### config.mk
export PLATFORM = sky130hd
export DESIGN_NAME = hazard_scoreboard
export DESIGN_NICKNAME = d
export VERILOG_FILES = /design/src/rtl/hazard_scoreboard.sv
export SDC_FILE = /design/constraint.sdc
export NUM_CORES = 1
export LEC_CHECK = 0
export CORE_MARGIN = 4
export CORE_UTILIZATION = 25
export DETAILED_ROUTE_END_ITERATION = 6
export HOLD_SLACK_MARGIN = 0.08
export PLACE_DENSITY = 0.52
export SETUP_SLACK_MARGIN = 0.3
export SYNTH_ARGS = -nofsm -noshare
export SYNTH_HDL_FRONTEND = slang
export SYNTH_SLANG_ARGS = --single-unit
export TNS_END_PERCENT = 10
### constraint.sdc
create_clock -name clk -period 1.9 [get_ports clk]
set_clock_uncertainty 0.15 [all_clocks]
set_input_delay 0.57 -clock clk [delete_from_list [all_inputs] [get_ports clk]]
set_output_delay 0.57 -clock clk [all_outputs]
set_load 0.02 [all_outputs]
### src/rtl/hazard_scoreboard.sv
// Register scoreboard and forwarding controller tracking DEPTH post-decode stages.
// Optional HAZARD_STATS_EN adds a saturating 32-bit stall counter output stall_cnt.
module hazard_scoreboard #(
  parameter  int DEPTH = 3,
  parameter  int NREGS = 16,
  parameter  int LAT_W = 2,
  localparam int RA_W  = $clog2(NREGS)
) (
  input  logic             clk,
  input  logic             reset,
  input  logic             issue_valid,
  input  logic [RA_W-1:0]  issue_ra1,
  input  logic [RA_W-1:0]  issue_ra2,
  input  logic             issue_use1,
  input  logic             issue_use2,
  input  logic [RA_W-1:0]  issue_wa,
  input  logic             issue_we,
  input  logic [LAT_W-1:0] issue_lat,
  input  logic             flush_e,
  output logic             stall_d,
  output logic [DEPTH-1:0] fwd1_sel,
  output logic [DEPTH-1:0] fwd2_sel
`ifdef HAZARD_STATS_EN
  ,
  output logic [31:0]      stall_cnt
`endif
);

  // Per-stage producer fields; source fields are only consulted in E, so only stage 0 keeps them.
  logic             v_p   [DEPTH];
  logic             we_p  [DEPTH];
  logic [RA_W-1:0]  wa_p  [DEPTH];
  logic [LAT_W-1:0] lat_p [DEPTH];
  logic [RA_W-1:0]  ra1_p0, ra2_p0;
  logic             use1_p0, use2_p0;
  logic             load_p0;

  // The PC index is always read from the register file, so it never matches.
  function automatic logic hit(input logic v, input logic we, input logic [RA_W-1:0] wa,
                               input logic [RA_W-1:0] src, input logic use_src);
    return v & we & use_src & (wa == src) & (src != RA_W'(NREGS-1));
  endfunction

  // Youngest matching producer decides; if it is not ready yet, no older one may be used.
  function automatic logic [DEPTH-1:0] pick(input logic [RA_W-1:0] src, input logic use_src);
    logic [DEPTH-1:0] sel;
    logic             found;
    sel   = '0;
    found = 1'b0;
    for (int j = 1; j < DEPTH; j++) begin
      if (!found && hit(v_p[j], we_p[j], wa_p[j], src, use_src)) begin
        found = 1'b1;
        if (j > int'(lat_p[j])) sel[j] = 1'b1;
      end
    end
    return sel;
  endfunction

  always_comb begin
    stall_d = 1'b0;
    for (int k = 0; k < DEPTH; k++) begin
      if ((k < int'(lat_p[k])) &&
          (hit(v_p[k], we_p[k], wa_p[k], issue_ra1, issue_use1) ||
           hit(v_p[k], we_p[k], wa_p[k], issue_ra2, issue_use2)))
        stall_d = 1'b1;
    end
    stall_d = stall_d & issue_valid;
  end

  assign fwd1_sel = v_p[0] ? pick(ra1_p0, use1_p0) : '0;
  assign fwd2_sel = v_p[0] ? pick(ra2_p0, use2_p0) : '0;

  // Flush wins over stall: E takes a bubble either way, F/D hold on stall_d.
  assign load_p0 = issue_valid & ~stall_d & ~flush_e;

  // Stage 0 (E) load and stage k -> k+1 shift of the valid bits.
  always_ff @(posedge clk) begin
    if (reset) begin
      for (int k = 0; k < DEPTH; k++) v_p[k] <= 1'b0;
    end else begin
      v_p[0] <= load_p0;
      for (int k = 1; k < DEPTH; k++) v_p[k] <= v_p[k-1];
    end
  end

  // Stage 0 (E) load and stage k -> k+1 shift of the payload fields.
  always_ff @(posedge clk) begin
    we_p[0]  <= issue_we;
    wa_p[0]  <= issue_wa;
    lat_p[0] <= issue_lat;
    ra1_p0   <= issue_ra1;
    ra2_p0   <= issue_ra2;
    use1_p0  <= issue_use1;
    use2_p0  <= issue_use2;
    for (int k = 1; k < DEPTH; k++) begin
      we_p[k]  <= we_p[k-1];
      wa_p[k]  <= wa_p[k-1];
      lat_p[k] <= lat_p[k-1];
    end
  end

`ifdef HAZARD_STATS_EN
  always_ff @(posedge clk) begin
    if (reset) stall_cnt <= '0;
    else if (stall_d && (stall_cnt != 32'hFFFF_FFFF)) stall_cnt <= stall_cnt + 32'd1;
  end
`endif

`ifndef SYNTHESIS
  always @(posedge clk) begin
    if (!reset && load_p0 && issue_we) assert (int'(issue_lat) <= DEPTH - 2);
  end
`endif

endmodule
==> results of run 1 <==
-- repair_timing --
item	4_1_cts	5_1_grt
endpoints found under the hold margin	0	0
endpoints found under the setup margin	6	6
pin swaps	13	8
gates resized for setup	87	12
-- critical path, cell delays in order --
cell       delay, ns
buf_6           0.09
buf_6           0.11
xnor2_4         0.12
nand4_1         0.11
o22ai_2         0.21
o2111ai_2       0.16
a31oi_4         0.19
buf_6           0.14
-- routing by layer --
| layer | global-route usage, % | vias to the layer above | share of wire, % |
|---|---|---|---|
| met4 | 3.49 | 0 | 1.4 |
| met2 | 17.2 | 23 | 49 |
| li1 | - | 527 | - |
| met5 | 0 | - | 0 |
| met1 | 12.8 | 485 | 43 |
| met3 | 3.69 | 5 | 6.0 |
-- cells in the mapped netlist, drive strengths merged --
cell type | count | area (sq um)
conb | 1 | 3.75
nand4 | 6 | 37.5
nand2 | 7 | 26.3
nand3 | 10 | 50.1
nor3 | 3 | 25.0
o2111ai | 1 | 8.76
and3 | 2 | 12.5
clkbuf | 1 | 5.00
dfxtp | 34 | 681
o22ai | 1 | 6.26
inv | 1 | 3.75
nor2 | 1 | 3.75
a31oi | 1 | 6.26
xor2 | 4 | 35.0
and4 | 1 | 8.76
o211ai | 1 | 12.5
nor4 | 6 | 43.8
buf | 8 | 70.1
xnor2 | 36 | 315
and4b | 1 | 10.0
o21ai | 1 | 5.00
nor2b | 2 | 12.5
-- worst min-delay path by stage --
stage | to | slack, ns | cells after the start | startpoint
floorplan | we_p[0][2] | 0.18 | 0 | we_p[0][1]
global placement | we_p[0][2] | 0.19 | 0 | we_p[0][1]
detailed placement | lat_p[0][4] | 0.19 | 0 | lat_p[0][2]
CTS | lat_p[0][4] | 0.20 | 0 | lat_p[0][2]
global route | we_p[0][2] | 0.21 | 0 | we_p[0][1]
finish | we_p[0][2] | 0.20 | 0 | we_p[0][1]
-- through the flow --
step           total power [uW]  instance area (sq um)  TNS, ns  utilization, %  hold WS, ns
2_1_floorplan               918                   1470   -0.254               -        0.181
3_3_place_gp               1010                   1900    -4.50            36.3        0.191
3_5_place_dp               1020                   1900    -4.64            36.3        0.187
4_1_cts                    1540                   1990    -1.91            38.1        0.201
5_1_grt                    1610                   2050    -2.30            39.1        0.214
6_report                   1540                   2050    -1.75            39.1        0.199
-- layout make-up --
class                   count  area share, %
clock inverters             1          0.244
flip-flops and latches     34           34.4
clock buffers               7           4.21
repair buffers             48           18.7
multi-input cells          86           37.9
inverters                   1          0.183
well taps                  70           4.27
-- report_power, final --
part	switching (uW)	internal (uW)
Combinational	85.8	132
Clock	236	292
Sequential	41.8	750
Total	364	1170
-- flip-flops by register name, indices dropped and copies added, names as in the netlist --
| name | cells |
|---|---|
| lat_p | 6 |
| ra1_p0 | 4 |
| ra2_p0 | 4 |
| use1_p0 | 1 |
| use2_p0 | 1 |
| v_p | 3 |
| wa_p | 12 |
| we_p | 3 |
-- cells by family (layout without fill, tap and decap cells) --
| family | after synthesis | in the layout | share of synthesized area, % |
|---|---|---|---|
| AOI/OAI and AO/OA | 5 | 5 | 2.81 |
| DFF | 34 | 34 | 49.2 |
| xor gates and xnor gates | 40 | 40 | 25.3 |
| and+or+nand+nor | 39 | 39 | 16.7 |
| other | 1 | 2 | 0.271 |
| buffers and inverters | 10 | 57 | 5.70 |
==> key figures, run 1 <==
Timing
  – Final setup viols: 5
  – Final min period: around 2.4 ns
  – RSZ-0062 raised after global routing: true
  – Slew Limit Fails: 0
  – PnR worst setup slack: -0.531 ns
  – Fin. Hold Viols: 0
  – Achievable Freq: 411 MHz
  – Period utilization: 128%

Flow run
  – Max Cap Viol: 0

Detailed routing
  – Vias per cell: ~4.2
  – DRT Wirelength: a little over 3000 microns
  – Vias: 1040
  – ANT nets after route: 0
  – DR WL/cell: approximately 12 microns
  – First-pass DRT Iterations: 4
  – DRT iter0 DRCs: 8
  – Remaining DRCs: 0

Logic synthesis
  – Post-Syn Instances: about 130
  – Sequential element share of the synthesized area: between 40% and 50%
  – Avg Synthesized Cell Area: ~11 sq um
  – Synth Cell Area: approximately 0.0014 sq mm
  – Post-synthesis cell type count: 26
  – Yosys reg bits: 34
  – Synth warn: 0

Cells and area
  – Most frequent cells in the layout: 28 x xnor2_1, 26 x buf_4, 22 x dfxtp_1
  – Ratio of cells with drive above 1 in the final layout: 44.6%
  – Nets: ~200
  – Synth-to-layout area growth: 48.2%
  – Area of the multi-input gates: ~800 sq um
  – Filler cells: 521
  – Most common cell after layout, fill and taps aside: xnor2_1
  – Register area: 706 sq um
  – Number of diodes: 0
  – Final Instance Count excl. Fillers: around 250

Worst setup path
  – FF-to-FF path depth: 5
  – R2R Setup Slk: roughly 0.38 ns
  – CP Max Fanout: 2
  – Arrival @ worst endpoint: 1.71 ns
  – Worst Setup End Kind: primary output
  – CP Launch Point: issue_ra1[0]
  – Crit Path Class: in2out
  – Worst Path Required: between 1 and 1.5 ns
  – Startpoint Class: input port
  – Capture point of the worst reg-to-reg path: v_p[0][0]
  – Setup crit end: stall_d
  – Reg2reg start: wa_p[0][1]

Clock network
  – Root buffer cell: clkbuf_8
  – Postcts setup bufs: 0
  – Clock tree from TritonCTS: yes
  – # hold bufs at CTS: 0
  – Number of buffers on the longest clock path: 2
  – H-tree depth: 2
  – # clock sinks: 34
  – CTS buffer count: 5
  – Worst-skew pair later-pin latency: around 0.28 ns
  – Worst-path clk slew: 0.07 ns

Die
  – Initial Utilization: around a quarter
  – Core area: 0.00524 sq mm
  – Vert. Die Dim: 82.4 microns
  – # IOs: 28
  – DIE WIDTH: ~82 microns
  – Die area: ~0.0068 sq mm
  – Row Count: 26

Pwr
  – Static Leak: about 0.00078 uW
  – Peak supply drop: 0.582 mV
  – Power Density: about 750 mW/mm^2

Placement
  – Placed insts: between 200 and 250
  – # port buffers: 25
  – Final HPWL DP: between 2000 and 2500 microns
  – Placement Setup Slack: -1.54 ns
  – Final Wtd Congestion: between 0.8 and 0.9

GRT
  – Initial antenna violation count: 0
  – Number of global-route vias before repair: between 1000 and 1500
  – Overall Global Routing Usage: a little over a tenth
  – Global-route wire length before repair: around 5200 microns
  – Largest net degree at the start of global routing: 11
  – Overflow after GRT: 0

Outcome
  – Failing checks: setup timing
  – Outcome: finished with violations

Worst hold path
  – Hold WC Path Type: reg2reg
No activity file was read; power rests on OpenSTA's default activity.
==> inputs of run 2 (changes only) <==
- CORE_ASPECT_RATIO: not set -> 1.1
- GPL_TIMING_DRIVEN: not set -> 0
==> run 2 against run 1 <==
Final area is 6.5% higher. Highest routed layer unchanged. Maximum frequency up 3.3%. Largest cell class unchanged. Global-route usage decreased by 0.74 points. Wire length rose by 4.3%. Via count fell by 3.1%. Setup slack better by 0.078 ns. Power grew 9.3%. Cell count shrank 3.6%. Utilization rose by 1.6 points. The flow still finishes with violations (setup timing). Combinational power increased by 21%.
==> key figures, run 2 (synthesis results as in run 1) <==
Worst setup path
  – Worst Path Required: roughly 1.2 ns
  – FF-to-FF path depth: 6
  – R2R Setup Slk: approximately 0.45 ns
  – Reg2reg start: wa_p[0][11]
  – Capture point of the worst reg-to-reg path: v_p[0][0]
  – Worst Setup End Kind: primary output
  – Startpoint Class: input port
  – CP Max Fanout: 5
  – Crit Path Class: in2out
  – Arrival @ worst endpoint: 1.63 ns

Clock network
  – Worst-skew pair later-pin latency: ~0.28 ns
  – Number of buffers on the longest clock path: 2
  – Clock tree from TritonCTS: yes
  – Worst-path clk slew: around 0.060 ns
  – # hold bufs at CTS: 0
  – CTS buffer count: 5
  – H-tree depth: 2
  – Root buffer cell: clkbuf_8
  – # clock sinks: 34

Pwr
  – Clock power share: ~38%
  – Switching share of power: ~23%
  – Cell-internal power: ~1300 uW
  – Power Density: ~770 mW/mm^2
  – Combinational Power Share: between 15 and 20%
  – Sequential group share of total power: 46.9%
  – Total power: around 1700 uW
  – Static Leak: approximately 0.00083 uW
  – Peak supply drop: roughly 0.46 mV
  – Sw Pwr: between 300 and 400 uW

GRT
  – Overall Global Routing Usage: under 10%
  – Initial antenna violation count: 0
  – Number of global-route vias before repair: between 1000 and 1500
  – Largest net degree at the start of global routing: 11
  – Global-route wire length before repair: between 4000 and 5000 microns
  – Overflow after GRT: 0

Placement
  – Final Wtd Congestion: 0.747
  – Placed cell areas: around 0.0018 sq mm
  – Final HPWL DP: between 2000 and 2500 microns
  – # port buffers: 25

Timing
  – RSZ-0062 raised after global routing: true
  – Hold Slack: about 0.20 ns
  – Period utilization: 124%
  – Final setup viols: 5
  – Final min period: ~2.4 ns
  – Slew Limit Fails: 0
  – Fin. Hold Viols: 0
  – Achievable Freq: around 430 MHz
  – PnR worst setup slack: -0.453 ns

Detailed routing
  – ANT nets after route: 0
  – DR WL/cell: about 13 microns
  – DRT iter0 DRCs: 28
  – Vias per cell: 4.24
  – First-pass DRT Iterations: 2
  – Remaining DRCs: 0
  – Vias: around 1000
  – DRT Wirelength: about 3200 microns

Cells and area
  – Final Cell Area: about 0.0022 sq mm
  – Number of diodes: 0
  – Largest regs: wa_p (12), lat_p (6)
  – Nets: around 180
  – Most common cell after layout, fill and taps aside: dfxtp_1
  – Largest reg by FF count: wa_p
  – Synth-to-layout area growth: 57.9%
  – Most frequent cells in the layout: 23 x dfxtp_1, 20 x xnor2_2, 16 x xnor2_1
  – Ratio of cells with drive above 1 in the final layout: 50.9%
  – Max reg flops: 12

Flow run
  – Max Cap Viol: 0

Worst hold path
  – Hold path endpoint: lat_p[0][4]
  – Hold WC Path Type: reg2reg
  – Hold Crit Depth: 0
  – Hold Startpoint: lat_p[0][2]

Die
  – Die area: between 0.006 and 0.007 sq mm
  – DIE WIDTH: between 70 and 80 microns
  – Row Count: 28
  – Core area: ~0.0054 sq mm
  – # IOs: 28
  – Initial Utilization: roughly a quarter
  – Vert. Die Dim: 86.0 microns

Outcome
  – Failing checks: setup timing
  – Outcome: finished with violations
## run 2: cell count changes in the layout (fill, tap and decap cells not counted), moves of 4 or more
cell	previous run	this run
buf_2	6	0
buf_4	26	6
buf_6	3	13
dfxtp_4	4	0
nand3_1	10	6
nand3_2	0	4
xnor2_1	28	16
xnor2_2	7	20
## run 2: per-layer routing
metal | GRT usage (%) | wire length, microns | up-vias
met5 | 0 | 0 | -
met3 | 3.26 | 135 | 7
met4 | 4.53 | 79 | 0
li1 | - | - | 499
met2 | 16.5 | 1640 | 25
met1 | 11.2 | 1340 | 477
## run 2: power groups by stage
stage | logic (uW) | clock network (uW) | registers, uW
3_3_place_gp | 199 | 0 | 795
4_1_cts | 222 | 647 | 783
3_5_place_dp | 202 | 0 | 797
5_1_grt | 283 | 694 | 792
6_report | 263 | 630 | 788
2_1_floorplan | 129 | 0 | 790
## run 2: repair_timing
item                                    CTS  global route
resized for setup                        93            49
endpoints found under the setup margin    6             6
setup buffers                             0             0
pin swaps                                22            24
## run 2: worst max-delay path by stage
stage,from,end,cells past startpoint
floorplan,issue_ra1[2],stall_d,5
global placement,issue_ra2[0],stall_d,7
detailed placement,issue_ra2[0],stall_d,7
CTS,wa_p[0][6],stall_d,7
global route,wa_p[0][11],stall_d,7
finish,issue_ra2[0],stall_d,7
## run 2: cell type report
| type | count | area (sq um) |
|---|---|---|
| fill | 508 | 3180 |
| clock inverter | 1 | 30.0 |
| buffer | 9 | 93.8 |
| clock buffer | 7 | 76.3 |
| sequential | 34 | 694 |
| multi-input combinational | 86 | 925 |
| inverter | 1 | 3.75 |
| tap | 75 | 93.8 |
| timing repair buffer | 25 | 267 |
## run 2: critical path, cell delays in order
cell,delay (ns)
buf_12,0.11
nand4_1,0.11
nand2_2,0.12
nor4_4,0.28
o21ai_2,0.12
a31oi_4,0.18
buf_6,0.13
## run 2: per-stage QoR
stage	std cells	setup WS, ns	setup TNS [ns]	utilization [%]
after floorplan	130	-0.171	-0.254	-
after global placement	230	-1.54	-4.59	33.8
after detailed placement	230	-1.54	-4.62	33.8
after CTS	238	-0.518	-2.14	37.0
after global routing	238	-0.533	-2.34	40.7
final	238	-0.453	-1.80	40.7
